### src/rtl/instr_fetch_queue.sv
// -----------------------------------------------------------------------------
// instr_fetch_queue
//
// Fetch stage in front of the single-cycle decode/execute datapath. Owns the
// fetch PC, issues requests to a variable-latency instruction memory over a
// req/gnt + in-order rvalid handshake, and buffers returned words together with
// their PCs in a DEPTH-entry FIFO that decode drains over valid/ready.
// A redirect from execute flushes the FIFO and turns every request still in
// flight into a pending discard, so stale responses never reach decode.
//
// Optional feature: define IFQ_STALL_CNT_EN to add stall_cnt_o, a saturating
// count of cycles where decode was ready but no instruction was available.
// -----------------------------------------------------------------------------
// Handshakes:
//   * imem_req_o/imem_gnt_i : a request transfers on a cycle where both are 1.
//     imem_req_o never looks at imem_gnt_i.
//   * imem_rvalid_i         : one in-order response per cycle, no back-pressure.
//   * instr_valid_o/instr_ready_i : the head entry transfers on a cycle where
//     both are 1. instr_valid_o and the head data depend only on registered
//     state, never on instr_ready_i.
// -----------------------------------------------------------------------------
module instr_fetch_queue #(
    parameter int unsigned DEPTH    = 4,
    parameter logic [31:0] RESET_PC = 32'h0000_0000
) (
    input  logic        clk_i,
    input  logic        rst_i,
    input  logic        redirect_i,
    input  logic [31:0] redirect_pc_i,
    output logic        imem_req_o,
    output logic [31:0] imem_addr_o,
    input  logic        imem_gnt_i,
    input  logic        imem_rvalid_i,
    input  logic [31:0] imem_rdata_i,
    output logic        instr_valid_o,
    output logic [31:0] instr_o,
    output logic [31:0] pc_o,
    input  logic        instr_ready_i
`ifdef IFQ_STALL_CNT_EN
    ,
    output logic [31:0] stall_cnt_o
`endif
);

    localparam int unsigned AW = $clog2(DEPTH);
    localparam int unsigned CW = AW + 1;
    localparam logic [CW:0] DEPTH_W = (CW + 1)'(DEPTH);

    // Registered state
    logic [31:0]   fetch_pc_q;
    logic [31:0]   resp_pc_q;
    logic [CW-1:0] count_q;
    logic [CW-1:0] outstanding_q;
    logic [CW-1:0] discard_q;
    logic [AW-1:0] rd_ptr_q;
    logic [AW-1:0] wr_ptr_q;

    // FIFO storage: instruction word and its PC tag
    logic [31:0] instr_mem [DEPTH];
    logic [31:0] pc_mem    [DEPTH];

    // Per-cycle events
    logic          grant;
    logic          resp_drop;
    logic          resp_accept;
    logic          pop;
    logic [CW:0]   occupancy;
    logic [31:0]   redirect_pc;
    logic [CW-1:0] inflight_sum;
    logic [CW-1:0] redirect_discard;
    logic [CW-1:0] outstanding_nxt;
    logic [CW-1:0] count_nxt;

    // Entries already buffered plus entries promised by in-flight requests;
    // issuing only below DEPTH is what keeps the FIFO from ever overflowing.
    assign occupancy  = {1'b0, count_q} + {1'b0, outstanding_q};

    // Request is held low during reset and on a redirect cycle; the refetch
    // starts on the following cycle from the new fetch PC.
    assign imem_req_o  = rst_i && !redirect_i && (occupancy < DEPTH_W);
    assign imem_addr_o = fetch_pc_q;

    assign grant       = imem_req_o && imem_gnt_i;
    assign resp_drop   = imem_rvalid_i && (discard_q != '0);
    // A response with nothing outstanding and nothing to discard is a memory
    // protocol error; it is simply ignored here.
    assign resp_accept = imem_rvalid_i && (discard_q == '0) && (outstanding_q != '0);
    assign pop         = instr_valid_o && instr_ready_i;

    // Word-align the redirect target (masking keeps every input bit in use).
    assign redirect_pc = redirect_pc_i & 32'hFFFF_FFFC;

    // Responses still owed by memory at a redirect become discards. A response
    // arriving on the redirect cycle itself is one of them and is consumed now.
    // The counter width assumes memory never holds 2*DEPTH or more responses.
    assign inflight_sum = discard_q + outstanding_q;

    // Compute the discard count that a redirect this cycle would leave behind
    always_comb begin
        redirect_discard = inflight_sum;
        if (imem_rvalid_i && (inflight_sum != '0)) begin
            redirect_discard = inflight_sum - CW'(1);
        end
    end

    // Next outstanding count from grants issued and responses accepted
    always_comb begin
        outstanding_nxt = outstanding_q;
        case ({grant, resp_accept})
            2'b10:   outstanding_nxt = outstanding_q + CW'(1);
            2'b01:   outstanding_nxt = outstanding_q - CW'(1);
            default: outstanding_nxt = outstanding_q;
        endcase
    end

    // Next FIFO count from pushes and pops; simultaneous push/pop holds it
    always_comb begin
        count_nxt = count_q;
        case ({resp_accept, pop})
            2'b10:   count_nxt = count_q + CW'(1);
            2'b01:   count_nxt = count_q - CW'(1);
            default: count_nxt = count_q;
        endcase
    end

    // Control state: reset, redirect flush (highest priority), normal flow
    always_ff @(posedge clk_i or negedge rst_i) begin
        if (!rst_i) begin
            fetch_pc_q    <= RESET_PC;
            resp_pc_q     <= RESET_PC;
            count_q       <= '0;
            outstanding_q <= '0;
            discard_q     <= '0;
            rd_ptr_q      <= '0;
            wr_ptr_q      <= '0;
        end else if (redirect_i) begin
            fetch_pc_q    <= redirect_pc;
            resp_pc_q     <= redirect_pc;
            count_q       <= '0;
            outstanding_q <= '0;
            discard_q     <= redirect_discard;
            rd_ptr_q      <= '0;
            wr_ptr_q      <= '0;
        end else begin
            count_q       <= count_nxt;
            outstanding_q <= outstanding_nxt;
            if (grant) begin
                fetch_pc_q <= fetch_pc_q + 32'd4;
            end
            if (resp_accept) begin
                resp_pc_q <= resp_pc_q + 32'd4;
                wr_ptr_q  <= wr_ptr_q + AW'(1);
            end
            if (resp_drop) begin
                discard_q <= discard_q - CW'(1);
            end
            if (pop) begin
                rd_ptr_q <= rd_ptr_q + AW'(1);
            end
        end
    end

    // FIFO storage write; contents are only observed through a valid head
    always_ff @(posedge clk_i) begin
        if (resp_accept && !redirect_i) begin
            instr_mem[wr_ptr_q] <= imem_rdata_i;
            pc_mem[wr_ptr_q]    <= resp_pc_q;
        end
    end

    // Head presentation straight from storage, forced to zero when empty
    assign instr_valid_o = (count_q != '0);
    assign instr_o       = instr_valid_o ? instr_mem[rd_ptr_q] : 32'h0;
    assign pc_o          = instr_valid_o ? pc_mem[rd_ptr_q]    : 32'h0;

`ifdef IFQ_STALL_CNT_EN
    logic [31:0] stall_cnt_q;

    // Count decode-starved cycles, saturating; redirects do not clear it
    always_ff @(posedge clk_i or negedge rst_i) begin
        if (!rst_i) begin
            stall_cnt_q <= '0;
        end else if (instr_ready_i && !instr_valid_o && (stall_cnt_q != 32'hFFFF_FFFF)) begin
            stall_cnt_q <= stall_cnt_q + 32'd1;
        end
    end

    assign stall_cnt_o = stall_cnt_q;
`endif

endmodule
### config.mk
export PLATFORM = sky130hd
export DESIGN_NAME = instr_fetch_queue
export DESIGN_NICKNAME = d
export VERILOG_FILES = /design/src/rtl/instr_fetch_queue.sv
export SDC_FILE = /design/constraint.sdc
export NUM_CORES = 1
export LEC_CHECK = 0
export CAP_MARGIN = 20
export CORE_ASPECT_RATIO = 1.1
export CORE_MARGIN = 1.5
export CORE_UTILIZATION = 35
export CTS_BUF_LIST = sky130_fd_sc_hd__clkbuf_8
export CTS_CLUSTER_DIAMETER = 60
export DETAILED_ROUTE_END_ITERATION = 10
export PLACE_DENSITY = 0.6
export SLEW_MARGIN = 10
export SYNTH_ARGS = -nofsm -noshare
export SYNTH_HDL_FRONTEND = slang
export SYNTH_SLANG_ARGS = --single-unit
### constraint.sdc
create_clock -name clk_i -period 3.55 [get_ports clk_i]
set_input_delay 0.71 -clock clk_i [delete_from_list [all_inputs] [get_ports clk_i]]
set_output_delay 0.71 -clock clk_i [all_outputs]
set_load 0.01 [all_outputs]
==> results of run 1 <==
==> per-stage QoR <==
step / power, mW / util, % / instance area [µm²] / setup slack, ps / cells
4_1_cts: 10.16 / 44.55 / 17100 / 57.63 / 1613
5_1_grt: 10.55 / 44.69 / 17150 / 26.77 / 1620
6_report: 10.01 / 44.69 / 17150 / 145.5 / 1620
3_5_place_dp: 7.028 / 41.90 / 16080 / 492.0 / 1518
3_3_place_gp: 6.986 / 41.90 / 16080 / 508.9 / 1518
2_1_floorplan: 5.771 / - / 13730 / 290.8 / 877
==> synthesized netlist by cell type, types with 16 or more instances <==
library cell	number	area share, %
and2_1	65	3.0
clkbuf_1	30	0.82
dfrtp_1	73	13
edfxtp_1	248	54
inv_1	17	0.47
mux4_2	62	10
nand2_1	53	1.5
nand3_1	27	0.99
nand4_1	21	0.96
nor2_1	25	0.68
nor3_1	16	0.58
o21ai_0	41	1.5
xnor2_1	27	1.7
==> registers in the layout, summed over array words and instances (netlist names) <==
register / count
resp_pc_q: 30
count_q: 3
rd_ptr_q: 2
outstanding_q: 3
instr_mem: 128
pc_mem: 120
discard_q: 3
imem_addr_o: 30
wr_ptr_q: 2
==> path summary, 6_finish.rpt <==
| kind | slack, ps | end | start | cells after the start |
|---|---|---|---|---|
| max reg2reg | 800 | imem_addr_o[29]$_DFFE_PN0N_ | outstanding_q[2]$_DFFE_PN0P_ | 6 |
| max in group asynchronous | 2320 | rd_ptr_q[0]$_DFFE_PN0P_ | rst_i | 3 |
| min reg2reg | 540 | imem_addr_o[17]$_DFFE_PN0N_ | imem_addr_o[17]$_DFFE_PN0N_ | 1 |
| max | 150 | imem_req_o | outstanding_q[2]$_DFFE_PN0P_ | 4 |
| min | 90 | imem_addr_o[5]$_DFFE_PN0N_ | rst_i | 2 |
| min in group clk_i | 530 | outstanding_q[1]$_DFFE_PN0P_ | redirect_i | 2 |
==> logic make-up (layout without fill, tap and decap cells) <==
logic type,Yosys count,in the layout,share of synthesized area [%]
DFF,321,321,67.62
xor gates and xnor gates,40,40,2.554
buffers and inverters,65,308,1.980
adders and majority gates,16,16,1.624
muxes,70,70,10.81
AOI/OAI and AO/OA,100,100,4.652
other,1,4,0.02734
and+or+nand+nor,261,261,10.74
==> power groups by stage <==
stage          Clock, mW  Sequential (mW)  Combinational (mW)
3_3_place_gp           0             4.52                2.47
2_1_floorplan          0             4.40                1.37
5_1_grt             3.32             4.44                2.79
4_1_cts             3.17             4.42                2.57
3_5_place_dp           0             4.52                2.50
6_report            3.06             4.41                2.54
==> layout make-up <==
class / count / share of cell area [%]
clock buffers: 54 / 4.333
flip-flops and latches: 321 / 54.10
clock inverters: 40 / 1.452
multi-input cells: 491 / 24.41
inverters: 17 / 0.3720
well taps: 500 / 3.647
repair buffers: 197 / 11.69
==> per-layer routing <==
metal / GRT usage (%) / part of all wire (%)
met3: 3.240 / 6.0
met5: 0 / 0
met2: 24.35 / 46
met4: 4.364 / 1.6
met1: 21.75 / 46
==> results.cfg, run 1 <==
[run_status]
run_status = complete, no violations

[floorplanning]
rows = 75
core-area_um2 = 38380
die_w_um = 191.7
ios = 168
floorplan.initialDensity_pct = 35.74
die_area_um2 = 40390
die-height_um = 210.6

[yosys]
synthArstFlopShare_pct = 22.74
synth_edf_count = 248
syn_inst = 874
yosysSeqAreaShare_pct = 67.62
syn_area_per_cell_um2 = 15.69
yosys_warnings = 0
ys_seq_elements = 321
ys_types = 57
syn_area_um2 = 13720
synth_ff_type = edfxtp_1

[timing]
fin_crit_sh_pct = 95.90
rsz0062_at_grt = false
setup_viol = 0
skew_ps = 17.95
clock.fmax_mhz = 293.7
worstMarginPinSlew_ps = 875.5
maxSlewHeadroom_pct = 41.42
finalHoldViolations = 0
slew_violations = 0
post-route-min-period_ps = 3404
finalSetupTns_ps = 0
hold_slack_ps = 88.82

[setup_path]
critical-path-top-delay-family = simple AND/OR/NAND/NOR gates
worstSetupEndpointType = primary output
cp_num_buf_inv = 1
critPathRequiredTime_ps = 2840
crit_type = reg -> out
cp.arrival_ps = 2690
path_max_fanout = 6
crit_path_cell_trace = ha_1 > or4b_4 > nor3_1 > clkdlybuf4s50_1
critPathLaunchType = register
max_stage_delay_ps = 580
cpMaxStageDelayCell = clkdlybuf4s50_1

[routing]
firstDrtPassIters = 4
drc = 0
via_per_inst = 5.078
wire_per_inst_um = 19.11
vias = 8227
drt_iter0_markers = 412
drtAntennaViolNets = 0
route.final.wire_length_mm = 30.96

[flow_run]
drv_cap = 0

[finish]
seqCellArea_um2 = 9279
nNetsFinal = 1166
multi_input_area_um2 = 4188
final_cell_mix = edfxtp_1 (248), clkdlybuf4s50_1 (159), dfrtp_1 (71)
final_common_cell = edfxtp_1
synthToLayoutAreaGrowth_pct = 25.06
fillers = 3459
n_antenna_cell = 0
drive_gt1_share_pct = 16.70

[grt]
grt_pass1_vias = 8624
antenna_found_initial = 2
grt_overflow = 0
grt_max_degree = 65
track_usage_pct = 15.50
grt_pass1_wl_mm = 48.17

[clock_network]
cts-root-buf = clkbuf_8
ctsHtreeMaxLevel = 2
clkTransAtPathRegs_ps = 60
cts_setup_buffers = 1
cts_buffer_depth = 3
clk_latency_ps = 590
cts_buffers = 52
clock_sinks = 321
cts_tree = yes
cts_resized = 0
ctsHoldBuffers = 0

[pwr]
power.switching_mw = 2.754
p_clk_share_pct = 30.6
ir_drop_v = 0.0004195
p_leak_nw = 5.850
power.density_nw_per_um2 = 583.6
switching_share_pct = 27.51
power.internal_mw = 7.257
p_seq_share_pct = 44.0
p_comb_share_pct = 25.4

[placed_design]
globalplace.congestion = 0.8248
io_buffers = 161
hpwl_mm = 19.78

[min_path]
hold_path.class = in -> async
No activity file was read; power rests on OpenSTA's default activity.
==> inputs of run 2 (changes only) <==
--- a/config.mk
+++ b/config.mk
@@ -10,7 +10,7 @@
 export CORE_MARGIN = 1.5
 export CORE_UTILIZATION = 35
 export CTS_BUF_LIST = sky130_fd_sc_hd__clkbuf_8
-export CTS_CLUSTER_DIAMETER = 60
+export CTS_CLUSTER_DIAMETER = 120
 export DETAILED_ROUTE_END_ITERATION = 10
 export PLACE_DENSITY = 0.6
 export SLEW_MARGIN = 10
==> results of run 2 <==
The final DEF is identical to that of run 1; final timing and power are the same.
